## src/rtl/ual_pkg.sv

```systemverilog
// Shared definitions for the UAL accumulator: default widths, opcode map
// and the multiplier sequencer state encoding.
package ual_pkg;

    localparam int UAL_DATA_W = 16;
    localparam int UAL_CNT_W  = 5;

    localparam logic [2:0] OP_NOR  = 3'b000;
    localparam logic [2:0] OP_ADD  = 3'b001;
    localparam logic [2:0] OP_SUB  = 3'b010;
    localparam logic [2:0] OP_AND  = 3'b011;
    localparam logic [2:0] OP_OR   = 3'b100;
    localparam logic [2:0] OP_XOR  = 3'b101;
    localparam logic [2:0] OP_LOAD = 3'b110;
    localparam logic [2:0] OP_MUL  = 3'b111;

    typedef enum logic {
        ST_IDLE = 1'b0,
        ST_RUN  = 1'b1
    } mul_state_t;

endpackage

```

## src/rtl/ual_mul_seq.sv

```systemverilog
// Shift-add sequential multiplier. One iteration per ce-qualified edge,
// DATA_W iterations per product. 'fin' is high combinationally during the
// final iteration cycle and 'prod' then carries the finished product, so the
// caller can write it back on that same edge.
module ual_mul_seq
    import ual_pkg::*;
#(
    parameter int DATA_W = UAL_DATA_W,
    parameter int CNT_W  = UAL_CNT_W
) (
    input  logic                  clk,
    input  logic                  rst,
    input  logic                  ce,
    input  logic                  start,
    input  logic [DATA_W-1:0]     a,
    input  logic [DATA_W-1:0]     b,
    output logic                  busy,
    output logic                  fin,
    output logic [2*DATA_W-1:0]   prod
);

    localparam logic [CNT_W-1:0] LAST_IT = CNT_W'(DATA_W - 1);

    mul_state_t            state_q, state_d;
    logic [CNT_W-1:0]      cnt_q, cnt_d;
    logic [2*DATA_W-1:0]   mcand_q, mcand_d;
    logic [DATA_W-1:0]     mplier_q, mplier_d;
    logic [2*DATA_W-1:0]   prod_q, prod_d;

    // Next-state: latch operands on start, then one shift-add step per ce edge
    always_comb begin
        state_d  = state_q;
        cnt_d    = cnt_q;
        mcand_d  = mcand_q;
        mplier_d = mplier_q;
        prod_d   = prod_q;
        fin      = 1'b0;
        case (state_q)
            ST_IDLE: begin
                if (start) begin
                    state_d  = ST_RUN;
                    mcand_d  = {{DATA_W{1'b0}}, a};
                    mplier_d = b;
                    prod_d   = '0;
                    cnt_d    = '0;
                end
            end
            ST_RUN: begin
                if (ce) begin
                    if (mplier_q[0]) begin
                        prod_d = prod_q + mcand_q;
                    end
                    mcand_d  = mcand_q << 1;
                    mplier_d = mplier_q >> 1;
                    cnt_d    = cnt_q + 1'b1;
                    if (cnt_q == LAST_IT) begin
                        fin     = 1'b1;
                        state_d = ST_IDLE;
                    end
                end
            end
            default: state_d = ST_IDLE;
        endcase
    end

    // Sequencer registers; reset aborts any product in flight
    always_ff @(posedge clk) begin
        if (rst) begin
            state_q  <= ST_IDLE;
            cnt_q    <= '0;
            mcand_q  <= '0;
            mplier_q <= '0;
            prod_q   <= '0;
        end else begin
            state_q  <= state_d;
            cnt_q    <= cnt_d;
            mcand_q  <= mcand_d;
            mplier_q <= mplier_d;
            prod_q   <= prod_d;
        end
    end

    assign busy = (state_q == ST_RUN);
    assign prod = prod_d;

endmodule

```

## src/rtl/ual_accumulator.sv

```systemverilog
// Accumulator ALU downstream of the R1 operand register. Combines the
// accumulator (operand A) with data_UAL (operand B) under sel_UAL and writes
// the result back, updating carry and zero flags.
// Build option: define UAL_MUL_EN to include the sequential multiplier for
// opcode 111; without it opcode 111 is a NOP that still pulses done.
module ual_accumulator
    import ual_pkg::*;
#(
    parameter int DATA_W = UAL_DATA_W,
    parameter int CNT_W  = UAL_CNT_W
) (
    input  logic              clk,
    input  logic              rst,
    input  logic              ce,
    input  logic              exec,
    input  logic [2:0]        sel_UAL,
    input  logic              clr_carry,
    input  logic [DATA_W-1:0] data_UAL,
    output logic [DATA_W-1:0] data_accu,
    output logic              carry,
    output logic              zero,
    output logic              busy,
    output logic              done
);

    // The multiplier counter must be able to count DATA_W iterations
    if (!((2 ** CNT_W) > DATA_W)) begin : g_bad_cnt_w
        $error("CNT_W too small for DATA_W");
    end

    logic [DATA_W-1:0]   accu_q, accu_d;
    logic                carry_q, carry_d;
    logic                zero_q, zero_d;
    logic                done_q, done_d;

    logic                accept;
    logic                mul_busy;
    logic                mul_fin;
    logic [2*DATA_W-1:0] mul_prod;

    logic [DATA_W-1:0]   result;
    logic [DATA_W:0]     ext;
    logic                res_carry;
    logic                wr;
    logic                nop;

    // An op is taken only when enabled and no multiply is running
    assign accept = exec && ce && !mul_busy;

`ifdef UAL_MUL_EN
    logic mul_start;
    assign mul_start = accept && (sel_UAL == OP_MUL);

    ual_mul_seq #(
        .DATA_W (DATA_W),
        .CNT_W  (CNT_W)
    ) u_mul (
        .clk   (clk),
        .rst   (rst),
        .ce    (ce),
        .start (mul_start),
        .a     (accu_q),
        .b     (data_UAL),
        .busy  (mul_busy),
        .fin   (mul_fin),
        .prod  (mul_prod)
    );
`else
    assign mul_busy = 1'b0;
    assign mul_fin  = 1'b0;
    assign mul_prod = '0;
`endif

    // Result mux, flag update and done generation for every write source
    always_comb begin
        accu_d    = accu_q;
        carry_d   = carry_q;
        zero_d    = zero_q;
        result    = '0;
        ext       = '0;
        res_carry = 1'b0;
        wr        = 1'b0;
        nop       = 1'b0;

        if (accept) begin
            case (sel_UAL)
                OP_NOR: begin
                    result = ~(accu_q | data_UAL);
                    wr     = 1'b1;
                end
                OP_ADD: begin
                    ext       = {1'b0, accu_q} + {1'b0, data_UAL};
                    result    = ext[DATA_W-1:0];
                    res_carry = ext[DATA_W];
                    wr        = 1'b1;
                end
                OP_SUB: begin
                    // The extra top bit of the difference is the borrow (A < B)
                    ext       = {1'b0, accu_q} - {1'b0, data_UAL};
                    result    = ext[DATA_W-1:0];
                    res_carry = ext[DATA_W];
                    wr        = 1'b1;
                end
                OP_AND: begin
                    result = accu_q & data_UAL;
                    wr     = 1'b1;
                end
                OP_OR: begin
                    result = accu_q | data_UAL;
                    wr     = 1'b1;
                end
                OP_XOR: begin
                    result = accu_q ^ data_UAL;
                    wr     = 1'b1;
                end
                OP_LOAD: begin
                    result = data_UAL;
                    wr     = 1'b1;
                end
                OP_MUL: begin
`ifndef UAL_MUL_EN
                    nop = 1'b1;
`endif
                end
                default: nop = 1'b1;
            endcase
        end

        // Multiply completion cannot coincide with an accept (busy blocks it)
        if (mul_fin) begin
            result    = mul_prod[DATA_W-1:0];
            res_carry = |mul_prod[2*DATA_W-1:DATA_W];
            wr        = 1'b1;
        end

        if (wr) begin
            accu_d  = result;
            carry_d = res_carry;
            zero_d  = (result == '0);
        end

        // Explicit clear wins over any same-edge carry result
        if (clr_carry && ce) begin
            carry_d = 1'b0;
        end

        done_d = wr || nop;
    end

    // Architectural state registers
    always_ff @(posedge clk) begin
        if (rst) begin
            accu_q  <= '0;
            carry_q <= 1'b0;
            zero_q  <= 1'b0;
            done_q  <= 1'b0;
        end else begin
            accu_q  <= accu_d;
            carry_q <= carry_d;
            zero_q  <= zero_d;
            done_q  <= done_d;
        end
    end

    assign data_accu = accu_q;
    assign carry     = carry_q;
    assign zero      = zero_q;
    assign busy      = mul_busy;
    assign done      = done_q;

endmodule
```

## config.mk

```make
export PLATFORM = sky130hd
export DESIGN_NAME = ual_accumulator
export DESIGN_NICKNAME = d
export VERILOG_FILES = /design/src/rtl/ual_pkg.sv /design/src/rtl/ual_mul_seq.sv /design/src/rtl/ual_accumulator.sv
export SDC_FILE = /design/constraint.sdc
export NUM_CORES = 1
export LEC_CHECK = 0
export ABC_AREA = 1
export CAP_MARGIN = 10
export CORE_MARGIN = 5
export CORE_UTILIZATION = 35
export CTS_CLUSTER_DIAMETER = 50
export DETAILED_ROUTE_END_ITERATION = 7
export GPL_ROUTABILITY_DRIVEN = 0
export PLACE_DENSITY = 0.54
export SLEW_MARGIN = 20
export SYNTH_ARGS = -nofsm -noshare
export SYNTH_HDL_FRONTEND = slang
export SYNTH_SLANG_ARGS = --single-unit
```

## constraint.sdc

```tcl
create_clock -name clk -period 3.8 [get_ports clk]
set_input_delay 0.57 -clock clk [delete_from_list [all_inputs] [get_ports clk]]
set_output_delay 0.57 -clock clk [all_outputs]
set_load 0.02 [all_outputs]
```

==> run_results.csv <==
group,metric,value,unit
clock_network,clk_latency,260,ps
sta,fin_crit,3070,ps
floorplanning,die_height,115,µm
sta,setup-violations-final,0,
yosys,synth-edff-count,0,
power,areal_power_density_over_the_cells,188,nW/µm²
yosys,synth_sequential_area_ratio,9.80,%
critical_path,crit_path_buf_inv_count,3,
clock_network,tritoncts_clock_tree,"done",
critical_path,worst-endpoint-required,3920,ps
sta,maxSlewViolCount,0,
clock_network,clock_sink_count,19,
finish,design.final.nets,800,
critical_path,crit_fanout,8,
clock_network,max_clock_buf_depth,2,
grt,number_of_global_route_vias_before_repair,4184,
floorplanning,die_x,115,µm
grt,total_routing_usage_reported_by_global_routing,20.3,%
job,cap_violations,0,
grt,gr-total-overflow,0,
routing,post_route_drc_violation_count,0,
sta,fmaxAchievable,0.326,GHz
yosys,synth-async-reset-ratio,0,%
grt,grt_antenna_before_repair,0,
routing,viasPerCell,5.27,
floorplanning,design.die.area,13300,µm²
routing,drt_first_iter_violations,378,
routing,number_of_detailed_routing_iterations_run_before_antenna_repair,5,
floorplanning,io_pins,44,
grt,grt_max_degree,22,
critical_path,critical-path-max-stage-delay,530,ps
clock_network,htree_num_levels,1,
clock_network,post_cts.repair.setup_buffers,0,
power,leakagePower,2.30,nW
floorplanning,design.core.area,10800,µm²
sta,fin_skew,0.916,ps
critical_path,startpoint_type,"input port",
yosys,synthDistinctLibCells,42,
yosys,cell_area_synth,3880,µm²
yosys,largest_area_contributor_in_the_synthesized_netlist,"nand2_1",
critical_path,setup.worst_path.class,"in -> reg",
clock_network,postCtsHoldBufs,0,
sta,grt_setup_unrepaired,"no",
routing,dr_total_vias,4535,
yosys,yosys_warnings,0,
finish,flow.area_growth_from_synthesis,14.1,%
sta,worstMarginPinSlew,661,ps
power,total_power,0.830,mW
power,peakVddDrop,0.145,mV
yosys,postSynthRegisterBits,19,
critical_path,arrival,3190,ps
routing,postRouteWirelength,13600,µm
finish,layout-drive-gt1-share,4.99,%
routing,final_antenna_violating_net_count,0,
sta,finalHoldViolations,0,
clock_network,cts.repair.resized,0,
sta,fin_crit_sh,80.7,%
grt,first_pass_grt_wire_length,21400,µm
worst_hold_path,hp-class,"reg -> reg",
yosys,post_synth_top_flop,"dfxtp_1",
clock_network,cts_inserted_buffers,3,
sta,max-slew-margin-rel,55.9,%
floorplanning,core.rowCount,38,
yosys,syn-instance-count,693,
sta,timing.setup.tns,0,ps
routing,routed_length_per_placed_instance,15.8,µm
sta,timing.hold.ws,498,ps
yosys,syn_area_per_cell,5.60,µm²
critical_path,critical-path-slowest-cell,"ha_1",
critical_path,timing.critical_path.to_type,"flop",
yosys,synth_largest_type_area_fraction,19.3,%
floorplanning,floorplan.initialDensity,35.8,%
outcome,run_status,"finished clean",
yosys,netlist_top_cells_area,"nand2_1, ha_1, inv_1",
finish,n_antenna_cell,0,
critical_path,category_of_cells_accounting_for_the_largest_share_of_critical_path_delay,"simple AND/OR/NAND/NOR gates",
clock_network,clk_pin_slew,70,ps
clock_network,cts_root_buf,"clkbuf_8",
critical_path,worstPathCellList,"clkdlybuf4s50_1, inv_1, ha_1, inv_1, a21oi_1, nand2_1, a21oi_1, nand2_1, nand2_1, nand2_1, nor2_1, nor2_1, nor2_1, nor2_1, nand3_1, a21oi_1",
placed_design,placement.io_buffers,42,
placed_design,dp.final_hpwl,11000,µm
yosys,postSynthNetCount,771,
==> power breakdown <==
group	switching [mW]	internal, mW
clock	0.0693	0.0746
combinational	0.302	0.158
sequential	0.0165	0.210
total	0.388	0.443
==> cell usage in the layout, fill, tap and decap left out, types with 5 or more instances in the layout <==
master,Yosys,layout
o21ai_1,5,5
a21oi_1,34,34
o21ai_0,13,13
nor3_1,8,8
nor2_1,49,49
dfxtp_1,19,19
nand4_1,20,20
nand3_1,85,85
ha_1,52,52
buf_4,3,8
o22ai_1,11,11
clkdlybuf4s50_1,0,42
inv_1,119,119
nand2_1,199,199
inv_2,7,7
nor2_2,5,5
==> logic make-up (layout without fill, tap and decap cells) <==
kind of cell / count (synthesis) / count (layout) / share of synthesized area, %
adder cells (fa/ha/maj): 54 / 54 / 17.8
other: 1 / 1 / 0.0967
flip-flops: 19 / 19 / 9.80
buffers and inverters: 157 / 185 / 16.7
AO/OA/AOI/OAI: 78 / 78 / 11.8
XOR/XNOR: 1 / 1 / 0.226
AND/OR/NAND/NOR: 383 / 383 / 43.5
==> layer usage <==
metal  up-vias  global-route usage, %  routed length, µm
met2       172                   33.6               6170
met5         -                      0                  0
met1      2104                   29.4               6430
met3         6                   2.05                973
li1       2253                      -                  -
met4         0                   2.50                 64
==> Yosys cell counts (3+ instances only) <==
library cell,count
nor2_1,49
clkinv_1,3
nand4_1,20
dfxtp_1,19
o21ai_0,13
o211ai_1,4
a211oi_1,3
o21ai_1,5
buf_2,16
nand2_1,199
nand2_2,3
buf_4,3
a21oi_1,34
nor2_2,5
o221ai_1,3
nand3_1,85
ha_1,52
inv_1,119
o22ai_1,11
inv_2,7
buf_6,3
nand3b_1,3
nor3_1,8
==> tightest hold or removal path: cells and delay by family (launching register included) <==
| kind | cells | cell delay (ps) |
|---|---|---|
| DFF | 1 | 330 |
| and+or+nand+nor | 1 | 70 |
| AOI/OAI and AO/OA | 1 | 50 |
==> state kept, by name, summed over array words and instances (netlist names) <==
register and flops:
data_accu 16, done 1, zero 1, carry 1
==> final cells by class <==
type,instances,area [µm²]
Clock buffer,4,45.0
Fill cell,1205,6410
Inverter,131,497
Multi-Input combinational cell,517,2850
Sequential cell,19,380
Tap cell,140,175
Timing Repair Buffer,50,480
==> final timing paths <==
check | slack [ps] | cells after the start | end | from
min reg2reg | 500 | 2 | zero$_SDFFE_PP0P_ | zero$_SDFFE_PP0P_
max reg2reg | 1170 | 15 | zero$_SDFFE_PP0P_ | data_accu[14]$_SDFFE_PP0P_
max | 730 | 16 | zero$_SDFFE_PP0P_ | data_UAL[14]
min | 500 | 2 | zero$_SDFFE_PP0P_ | zero$_SDFFE_PP0P_
==> through the flow <==
stage                     setup slack [ps]  area [µm²]  utilization (%)  instances
after CTS                              778        4430             40.8        861
after global routing                   528        4430             40.8        861
after floorplan                       1580        3880                -        693
after detailed placement               512        4380             40.4        857
final                                  734        4430             40.8        861
after global placement                 532        4380             40.4        857
Power figures use the tool's default switching activity.
